File: src/rtl/bnn_fmap_seq_if.sv
`default_nettype none
// ============================================================================
// Module   : bnn_fmap_seq_if
// Purpose  : Control, write-stream and replay-stream bundle for bnn_fmap_seq.
// Revision : 1.0
// ============================================================================
interface bnn_fmap_seq_if #(
    parameter int N_CH   = 3,
    parameter int PASS_W = 4
);
    logic              start;
    logic              abort;
    logic [PASS_W-1:0] passes;
    logic [N_CH-1:0]   wr_valid;
    logic [N_CH-1:0]   wr_bit;
    logic              rd_ready;
    logic              rd_valid;
    logic [N_CH-1:0]   rd_bits;
    logic              rd_maj;
    logic              rd_last;
    logic              busy;
    logic              done;
    logic              overflow;

    modport master (
        output start, abort, passes, wr_valid, wr_bit, rd_ready,
        input  rd_valid, rd_bits, rd_maj, rd_last, busy, done, overflow
    );

    modport slave (
        input  start, abort, passes, wr_valid, wr_bit, rd_ready,
        output rd_valid, rd_bits, rd_maj, rd_last, busy, done, overflow
    );
endinterface
`default_nettype wire

File: src/rtl/bnn_fmap_seq.sv
`default_nettype none
// ============================================================================
// Module   : bnn_fmap_seq
// Purpose  : Multi-channel binary feature-map buffer; fills per-channel maps,
//            then replays them a programmable number of passes with majority.
// Revision : 1.0
// ============================================================================
module bnn_fmap_seq #(
    parameter int N_CH     = 3,
    parameter int FMAP_LEN = 676,
    parameter int PASS_W   = 4,
    parameter int PTR_W    = $clog2(FMAP_LEN + 1)
) (
    input  wire logic       clk,
    input  wire logic       rst,
    bnn_fmap_seq_if.slave   bus
);
    localparam int AW   = (FMAP_LEN > 1) ? $clog2(FMAP_LEN) : 1;
    localparam int PC_W = $clog2(N_CH + 1);

    localparam logic [1:0] S_IDLE  = 2'd0;
    localparam logic [1:0] S_FILL  = 2'd1;
    localparam logic [1:0] S_DRAIN = 2'd2;
    localparam logic [1:0] S_DONE  = 2'd3;

    localparam logic [PTR_W-1:0]  c_full     = PTR_W'(FMAP_LEN);
    localparam logic [PTR_W-1:0]  c_last     = PTR_W'(FMAP_LEN - 1);
    localparam logic [PTR_W-1:0]  c_ptr_one  = PTR_W'(1);
    localparam logic [PASS_W-1:0] c_pass_one = PASS_W'(1);
    localparam logic [PC_W:0]     c_n_ch     = (PC_W + 1)'(N_CH);

    logic [1:0]        state_q,    state_d;
    logic [PTR_W-1:0]  wr_ptr_q [N_CH];
    logic [PTR_W-1:0]  wr_ptr_d [N_CH];
    logic [PTR_W-1:0]  rd_ptr_q,   rd_ptr_d;
    logic [PASS_W-1:0] pass_cnt_q, pass_cnt_d;
    logic [PASS_W-1:0] passes_q,   passes_d;
    logic              overflow_q, overflow_d;

    logic [N_CH-1:0]   w_we;
    logic [N_CH-1:0]   w_rd_bits;
    logic [PC_W-1:0]   w_pop;
    logic              w_all_full;
    logic              w_xfer;
    logic              w_final;
    logic [PASS_W-1:0] w_eff_passes;

    // One bit-map per channel; storage is intentionally not reset.
    for (genvar c = 0; c < N_CH; c++) begin : g_ch
        logic [FMAP_LEN-1:0] map_mem;
        always_ff @(posedge clk) begin
            if (w_we[c]) begin
                map_mem[wr_ptr_q[c][AW-1:0]] <= bus.wr_bit[c];
            end
        end
        assign w_rd_bits[c] = map_mem[rd_ptr_q[AW-1:0]];
    end

    always_comb begin
        w_all_full = 1'b1;
        for (int c = 0; c < N_CH; c++) begin
            if (wr_ptr_q[c] != c_full) begin
                w_all_full = 1'b0;
            end
        end
    end

    always_comb begin
        w_pop = '0;
        for (int c = 0; c < N_CH; c++) begin
            w_pop = w_pop + PC_W'(w_rd_bits[c]);
        end
    end

    assign w_xfer       = (state_q == S_DRAIN) && bus.rd_ready;
    assign w_eff_passes = (passes_q == '0) ? c_pass_one : passes_q;
    assign w_final      = (pass_cnt_q == (w_eff_passes - c_pass_one));

    always_ff @(posedge clk) begin
        if (rst) begin
            state_q    <= S_IDLE;
            rd_ptr_q   <= '0;
            pass_cnt_q <= '0;
            passes_q   <= '0;
            overflow_q <= 1'b0;
            for (int c = 0; c < N_CH; c++) begin
                wr_ptr_q[c] <= '0;
            end
        end else begin
            state_q    <= state_d;
            rd_ptr_q   <= rd_ptr_d;
            pass_cnt_q <= pass_cnt_d;
            passes_q   <= passes_d;
            overflow_q <= overflow_d;
            wr_ptr_q   <= wr_ptr_d;
        end
    end

    always_comb begin
        state_d = state_q;
        if (bus.abort) begin
            state_d = S_IDLE;
        end else begin
            case (state_q)
                S_IDLE:  if (bus.start) state_d = S_FILL;
                S_FILL:  if (w_all_full) state_d = S_DRAIN;
                S_DRAIN: if (w_xfer && (rd_ptr_q == c_last) && w_final) state_d = S_DONE;
                S_DONE:  state_d = S_IDLE;
                default: state_d = S_IDLE;
            endcase
        end
    end

    // Pointer, pass and overflow bookkeeping; abort clears positions but keeps overflow.
    always_comb begin
        rd_ptr_d   = rd_ptr_q;
        pass_cnt_d = pass_cnt_q;
        passes_d   = passes_q;
        overflow_d = overflow_q;
        wr_ptr_d   = wr_ptr_q;
        w_we       = '0;
        if (bus.abort) begin
            rd_ptr_d   = '0;
            pass_cnt_d = '0;
            for (int c = 0; c < N_CH; c++) wr_ptr_d[c] = '0;
        end else begin
            case (state_q)
                S_IDLE: begin
                    if (bus.start) begin
                        passes_d   = bus.passes;
                        overflow_d = 1'b0;
                        rd_ptr_d   = '0;
                        pass_cnt_d = '0;
                        for (int c = 0; c < N_CH; c++) wr_ptr_d[c] = '0;
                    end
                end
                S_FILL: begin
                    for (int c = 0; c < N_CH; c++) begin
                        if (bus.wr_valid[c]) begin
                            if (wr_ptr_q[c] == c_full) begin
                                overflow_d = 1'b1;
                            end else begin
                                w_we[c]     = 1'b1;
                                wr_ptr_d[c] = wr_ptr_q[c] + c_ptr_one;
                            end
                        end
                    end
                end
                S_DRAIN: begin
                    if (w_xfer) begin
                        if (rd_ptr_q == c_last) begin
                            rd_ptr_d   = '0;
                            pass_cnt_d = pass_cnt_q + c_pass_one;
                        end else begin
                            rd_ptr_d = rd_ptr_q + c_ptr_one;
                        end
                    end
                end
                default: ;
            endcase
        end
    end

    always_comb begin
        bus.rd_valid = (state_q == S_DRAIN);
        bus.rd_bits  = (state_q == S_DRAIN) ? w_rd_bits : '0;
        bus.rd_maj   = (state_q == S_DRAIN) && ({w_pop, 1'b0} > c_n_ch);
        bus.rd_last  = (state_q == S_DRAIN) && (rd_ptr_q == c_last);
        bus.busy     = (state_q != S_IDLE);
        bus.done     = (state_q == S_DONE);
        bus.overflow = overflow_q;
    end
endmodule
`default_nettype wire
File: src/flat_wrapper.sv
// flat-port wrapper written by rule: the top's interface ports become plain ports
module bnn_fmap_seq_flat 
#(
    parameter int N_CH     = 3,
    parameter int FMAP_LEN = 676,
    parameter int PASS_W   = 4,
    parameter int PTR_W    = $clog2(FMAP_LEN + 1)
)
  (clk, rst, bus_start, bus_abort, bus_passes, bus_wr_valid, bus_wr_bit, bus_rd_ready, bus_rd_valid, bus_rd_bits, bus_rd_maj, bus_rd_last, bus_busy, bus_done, bus_overflow);
  bnn_fmap_seq_if #(.N_CH(N_CH), .PASS_W(PASS_W)) bus_i ();
  input  wire logic clk;
  input  wire logic rst;
  input wire logic [$bits(bus_i.start)-1:0] bus_start;
  input wire logic [$bits(bus_i.abort)-1:0] bus_abort;
  input wire logic [$bits(bus_i.passes)-1:0] bus_passes;
  input wire logic [$bits(bus_i.wr_valid)-1:0] bus_wr_valid;
  input wire logic [$bits(bus_i.wr_bit)-1:0] bus_wr_bit;
  input wire logic [$bits(bus_i.rd_ready)-1:0] bus_rd_ready;
  output wire logic [$bits(bus_i.rd_valid)-1:0] bus_rd_valid;
  output wire logic [$bits(bus_i.rd_bits)-1:0] bus_rd_bits;
  output wire logic [$bits(bus_i.rd_maj)-1:0] bus_rd_maj;
  output wire logic [$bits(bus_i.rd_last)-1:0] bus_rd_last;
  output wire logic [$bits(bus_i.busy)-1:0] bus_busy;
  output wire logic [$bits(bus_i.done)-1:0] bus_done;
  output wire logic [$bits(bus_i.overflow)-1:0] bus_overflow;
  assign bus_i.start = bus_start;
  assign bus_i.abort = bus_abort;
  assign bus_i.passes = bus_passes;
  assign bus_i.wr_valid = bus_wr_valid;
  assign bus_i.wr_bit = bus_wr_bit;
  assign bus_i.rd_ready = bus_rd_ready;
  assign bus_rd_valid = bus_i.rd_valid;
  assign bus_rd_bits = bus_i.rd_bits;
  assign bus_rd_maj = bus_i.rd_maj;
  assign bus_rd_last = bus_i.rd_last;
  assign bus_busy = bus_i.busy;
  assign bus_done = bus_i.done;
  assign bus_overflow = bus_i.overflow;
  bnn_fmap_seq #(.N_CH(N_CH), .FMAP_LEN(FMAP_LEN), .PASS_W(PASS_W), .PTR_W(PTR_W)) u_core (.clk(clk), .rst(rst), .bus(bus_i));
endmodule
File: config.mk
export PLATFORM = sky130hd
export DESIGN_NAME = bnn_fmap_seq_flat
export DESIGN_NICKNAME = d
export VERILOG_FILES = /design/src/rtl/bnn_fmap_seq_if.sv /design/src/rtl/bnn_fmap_seq.sv /design/src/flat_wrapper.sv
export SDC_FILE = /design/constraint.sdc
export NUM_CORES = 2
export LEC_CHECK = 0
export ABC_AREA = 1
export CAP_MARGIN = 0
export CORE_MARGIN = 1.5
export CORE_UTILIZATION = 59
export DETAILED_ROUTE_END_ITERATION = 16
export PLACE_DENSITY = 0.75
export SLEW_MARGIN = 10
export SYNTH_ARGS = -nofsm -noshare
export SYNTH_HDL_FRONTEND = slang
export SYNTH_SLANG_ARGS = --single-unit
File: constraint.sdc
create_clock -name clk -period 3.71 [get_ports clk]
set_clock_uncertainty 0.15 [all_clocks]
set_input_delay 0.742 -clock clk [delete_from_list [all_inputs] [get_ports clk]]
set_output_delay 0.742 -clock clk [all_outputs]
set_load 0.01 [all_outputs]
==> impl_metrics.sql <==
INSERT INTO impl_metrics (metric_group, metric, value, unit) VALUES
('sta', 'timing.fmax', '212', 'MHz'),
('sta', 'rsz0062_at_grt', 'yes', ''),
('synth', 'yosys_warnings', '0', ''),
('sta', 'finalWorstPathRequiredPeriod', '4.73', 'ns'),
('routing', 'drt_drc_violations_left', '0', ''),
('clock_tree', 'cts-hold-fix-buffers', '0', ''),
('final_layout', 'summed_area_of_non_filler_cells_in_the_final_layout', '0.107', 'mm^2'),
('sta', 'remaining_max_slew_budget_at_the_tightest_pin', '9.85', '%'),
('clock_tree', 'clock_tree.htree_level_count', '4', ''),
('final_layout', 'area_growth', '13.7', '%'),
('die', 'floorplan.initialDensity', '59.5', '%'),
('hold_path', 'hold_path_depth', '1', ''),
('clock_tree', 'max-clock-path-buffers', '3', ''),
('clock_tree', 'cts.sinks', '2079', ''),
('worst_setup_path', 'worstRegToRegCells', '10', ''),
('worst_setup_path', 'cpMaxStageDelayCell', 'dfxtp_4', ''),
('die', 'core_area', '0.159', 'mm^2'),
('worst_setup_path', 'worst-path-buf-inv', '6', ''),
('die', 'die_area', '0.162', 'mm^2'),
('routing', 'antenna_left', '0', ''),
('clock_tree', 'clock_latency', '0.88', 'ns'),
('clock_tree', 'cts_made_buffers', '204', ''),
('synth', 'synthesis.area', '0.0944', 'mm^2'),
('worst_setup_path', 'critical-path-max-stage-delay', '0.36', 'ns'),
('routing', 'detailroute.via_count', '73832', ''),
('worst_setup_path', 'startpoint_type_of_the_worst_setup_path', 'flop', ''),
('global_routing', 'number_of_antenna_violations_at_the_first_check_in_global_routing', '3', ''),
('die', 'io_pins', '24', ''),
('final_layout', 'post_route_cells_drive_above_1_share', '10.8', '%'),
('synth', 'synthesis.instances', '9517', ''),
('die', 'rows', '146', ''),
('final_layout', 'layout_common_cells', 'nor2_1, edfxtp_1, nand2_1', ''),
('synth', 'synthesis.nets', '9552', ''),
('status', 'run_status', 'complete, but fails checks', ''),
('sta', 'final_hold_viol_count', '0', ''),
('worst_setup_path', 'r2r_slack', '0.17', 'ns'),
('status', 'failed_checks', 'setup timing', ''),
('synth', 'synth_cell_types', '44', ''),
('pwr', 'power.static_leakage', '35.2', 'nW'),
('global_routing', 'grt_overflow', '0', ''),
('synth', 'synth-async-reset-ratio', '0', '%'),
('die', 'die_h', '403', 'um'),
('hold_path', 'hold_class', 'in -> reg', ''),
('synth', 'syn_avg_cell_area', '9.92', 'um^2'),
('pwr', 'total_power', '0.0472', 'W'),
('sta', 'worst-slew-pin-transition', '1.35', 'ns'),
('pwr', 'irDropWorstVdd', '0.434', 'mV'),
('sta', 'timing.final.setup_violations', '4', ''),
('final_layout', 'nets', '9621', ''),
('routing', 'detail_route.vias_per_cell', '6.24', ''),
('place', 'hpwl', '163000', 'um'),
('sta', 'post-route-period-util', '127', '%'),
('synth', 'ys_seq_elements', '2079', ''),
('worst_setup_path', 'crit_path_end_kind', 'output pin', ''),
('final_layout', 'layout_commonest_cell', 'nor2_1', ''),
('clock_tree', 'clock-root-buffer', 'clkbuf_16', ''),
('routing', 'detail_route.wl_per_cell', '23.6', 'um'),
('sta', 'final_setup_margin', '-1.02', 'ns'),
('worst_setup_path', 'worst_r2r_src', 'u_core.wr_ptr_q[0]', ''),
('routing', 'drt_first_iter_violations', '11214', ''),
('pwr', 'power_per_cell_area', '440', 'mW/mm^2'),
('clock_tree', 'clk_pin_slew', '0.06', 'ns'),
('clock_tree', 'cts_tree', 'yes', ''),
('worst_setup_path', 'worstPathRequired', '2.82', 'ns'),
('sta', 'timing.final.max_slew_violations', '0', ''),
('synth', 'synth_top_flop_cell', 'edfxtp_1', ''),
('global_routing', 'largest_net_degree_at_the_start_of_global_routing', '140', ''),
('global_routing', 'groute.usage.overall', '33.7', '%'),
('synth', 'synth_edf_count', '2028', ''),
('place', 'globalplace.congestion', '0.984', ''),
('routing', 'finalWirelength', '279000', 'um');
cells by family after synthesis:
| logic type | Yosys count | synth area share, % |
|---|---|---|
| xor gates and xnor gates | 7 | 0.0649 |
| and+or+nand+nor | 4801 | 19.8 |
| DFF | 2079 | 65.6 |
| adders and majority gates | 20 | 0.265 |
| AOI/OAI and AO/OA | 1507 | 8.87 |
| buffers and inverters | 1103 | 5.44 |
per-layer routing:
metal / up-vias / share of wire (%) / GRT usage (%)
met4: 8 / 4.6 / 14.6
met5: - / 0.020 / 0
li1: 32362 / - / -
met1: 35408 / 36 / 45.7
met2: 5169 / 46 / 52.3
met3: 885 / 13 / 7.86
how the worst max path moves through the flow:
stage	slack, ns	cells past startpoint	to	startpoint
2_1_floorplan	0.61	18	bus_rd_maj	u_core.rd_ptr_q[0]
5_1_grt	-1.11	25	bus_rd_maj	u_core.rd_ptr_q[0]
4_1_cts	-1.02	25	bus_rd_maj	u_core.rd_ptr_q[0]
6_report	-1.02	21	bus_rd_maj	u_core.rd_ptr_q[0]
3_5_place_dp	-0.81	18	bus_rd_maj	u_core.rd_ptr_q[0]
3_3_place_gp	-0.83	19	bus_rd_maj	u_core.rd_ptr_q[0]
synth_stat cells, types with 2 or more instances:
library cell,number,area share (%)
inv_4,2,0.013
buf_4,125,0.99
a21oi_2,2,0.019
nand3_1,368,2.0
buf_6,29,0.35
inv_1,326,1.3
edfxtp_1,2028,65
dfxtp_1,51,1.1
clkinv_1,20,0.080
o21ai_1,46,0.24
buf_1,25,0.099
inv_2,11,0.044
clkbuf_1,319,1.3
or2_2,4,0.027
nand2_2,5,0.033
nand4_1,7,0.046
o21ai_0,944,5.0
xnor2_1,2,0.019
nor3_1,37,0.20
o211ai_1,182,1.4
xor2_1,5,0.046
a21oi_1,125,0.66
nor2_1,3444,14
o22ai_1,155,1.0
buf_2,246,1.3
a211oi_1,11,0.087
nor4_2,2,0.027
o221ai_1,30,0.28
nor2_4,4,0.048
nor4_1,4,0.027
ha_1,20,0.27
a2111oi_0,3,0.028
nor3_2,3,0.032
a31oi_1,4,0.027
nand2_1,919,3.7
layout make-up:
| cell class | instances | area [um^2] |
|---|---|---|
| Antenna cell | 1 | 2.50 |
| Clock buffer | 253 | 5420 |
| Inverter | 359 | 1380 |
| Clock inverter | 124 | 1030 |
| Timing Repair Buffer | 605 | 7030 |
| Multi-Input combinational cell | 6335 | 27900 |
| Fill cell | 11398 | 51200 |
| Sequential cell | 2079 | 61900 |
| Tap cell | 2072 | 2590 |
| Timing Repair inverter | 2 | 20.0 |
flip-flops by register name, indices dropped and copies added (netlist names):
| name | count |
|---|---|
| u_core.g_ch.map_mem | 2028 |
| u_core.passes_q | 4 |
| u_core.wr_ptr_q | 30 |
| u_core.rd_ptr_q | 10 |
| u_core.pass_cnt_q | 4 |
| u_core.state_q | 2 |
| u_core.bus.overflow | 1 |
timing repair:
action,in CTS,in global routing
gates resized for setup,146,156
setup buffers,25,9
gates cloned,21,9
pin swaps,41,77
setup endpoints to repair,5,5
report_power, final:
| group | switching (W) | internal (W) |
|---|---|---|
| sequential | 0.00000781 | 0.0257 |
| combinational | 0.000868 | 0.000326 |
| clock | 0.00901 | 0.0112 |
per-stage QoR:
step | cells | util (%) | hold WS (ns) | setup TNS (ns) | setup slack, ns
final | 11830 | 67.7 | 0.251 | -3.81 | -1.02
after global routing | 11829 | 67.7 | 0.261 | -4.27 | -1.11
after CTS | 11812 | 67.3 | 0.242 | -3.82 | -1.02
after detailed placement | 11390 | 62.3 | 0.327 | -2.83 | -0.810
after global placement | 11390 | 62.3 | 0.314 | -2.78 | -0.826
after floorplan | 9517 | - | 0.272 | 0 | 0.609
worst reg2reg max path, cell delays in order, from the launching register on:
cell	delay [ns]
dfxtp_1	0.41
inv_1	0.12
ha_1	0.21
inv_1	0.30
nor2_1	0.16
nand4_1	0.37
nand2_2	0.18
nor2_4	0.26
buf_4	0.38
nand2_1	0.42
nor2_1	0.28
Note: power is estimated with default switching activity, not from simulation.
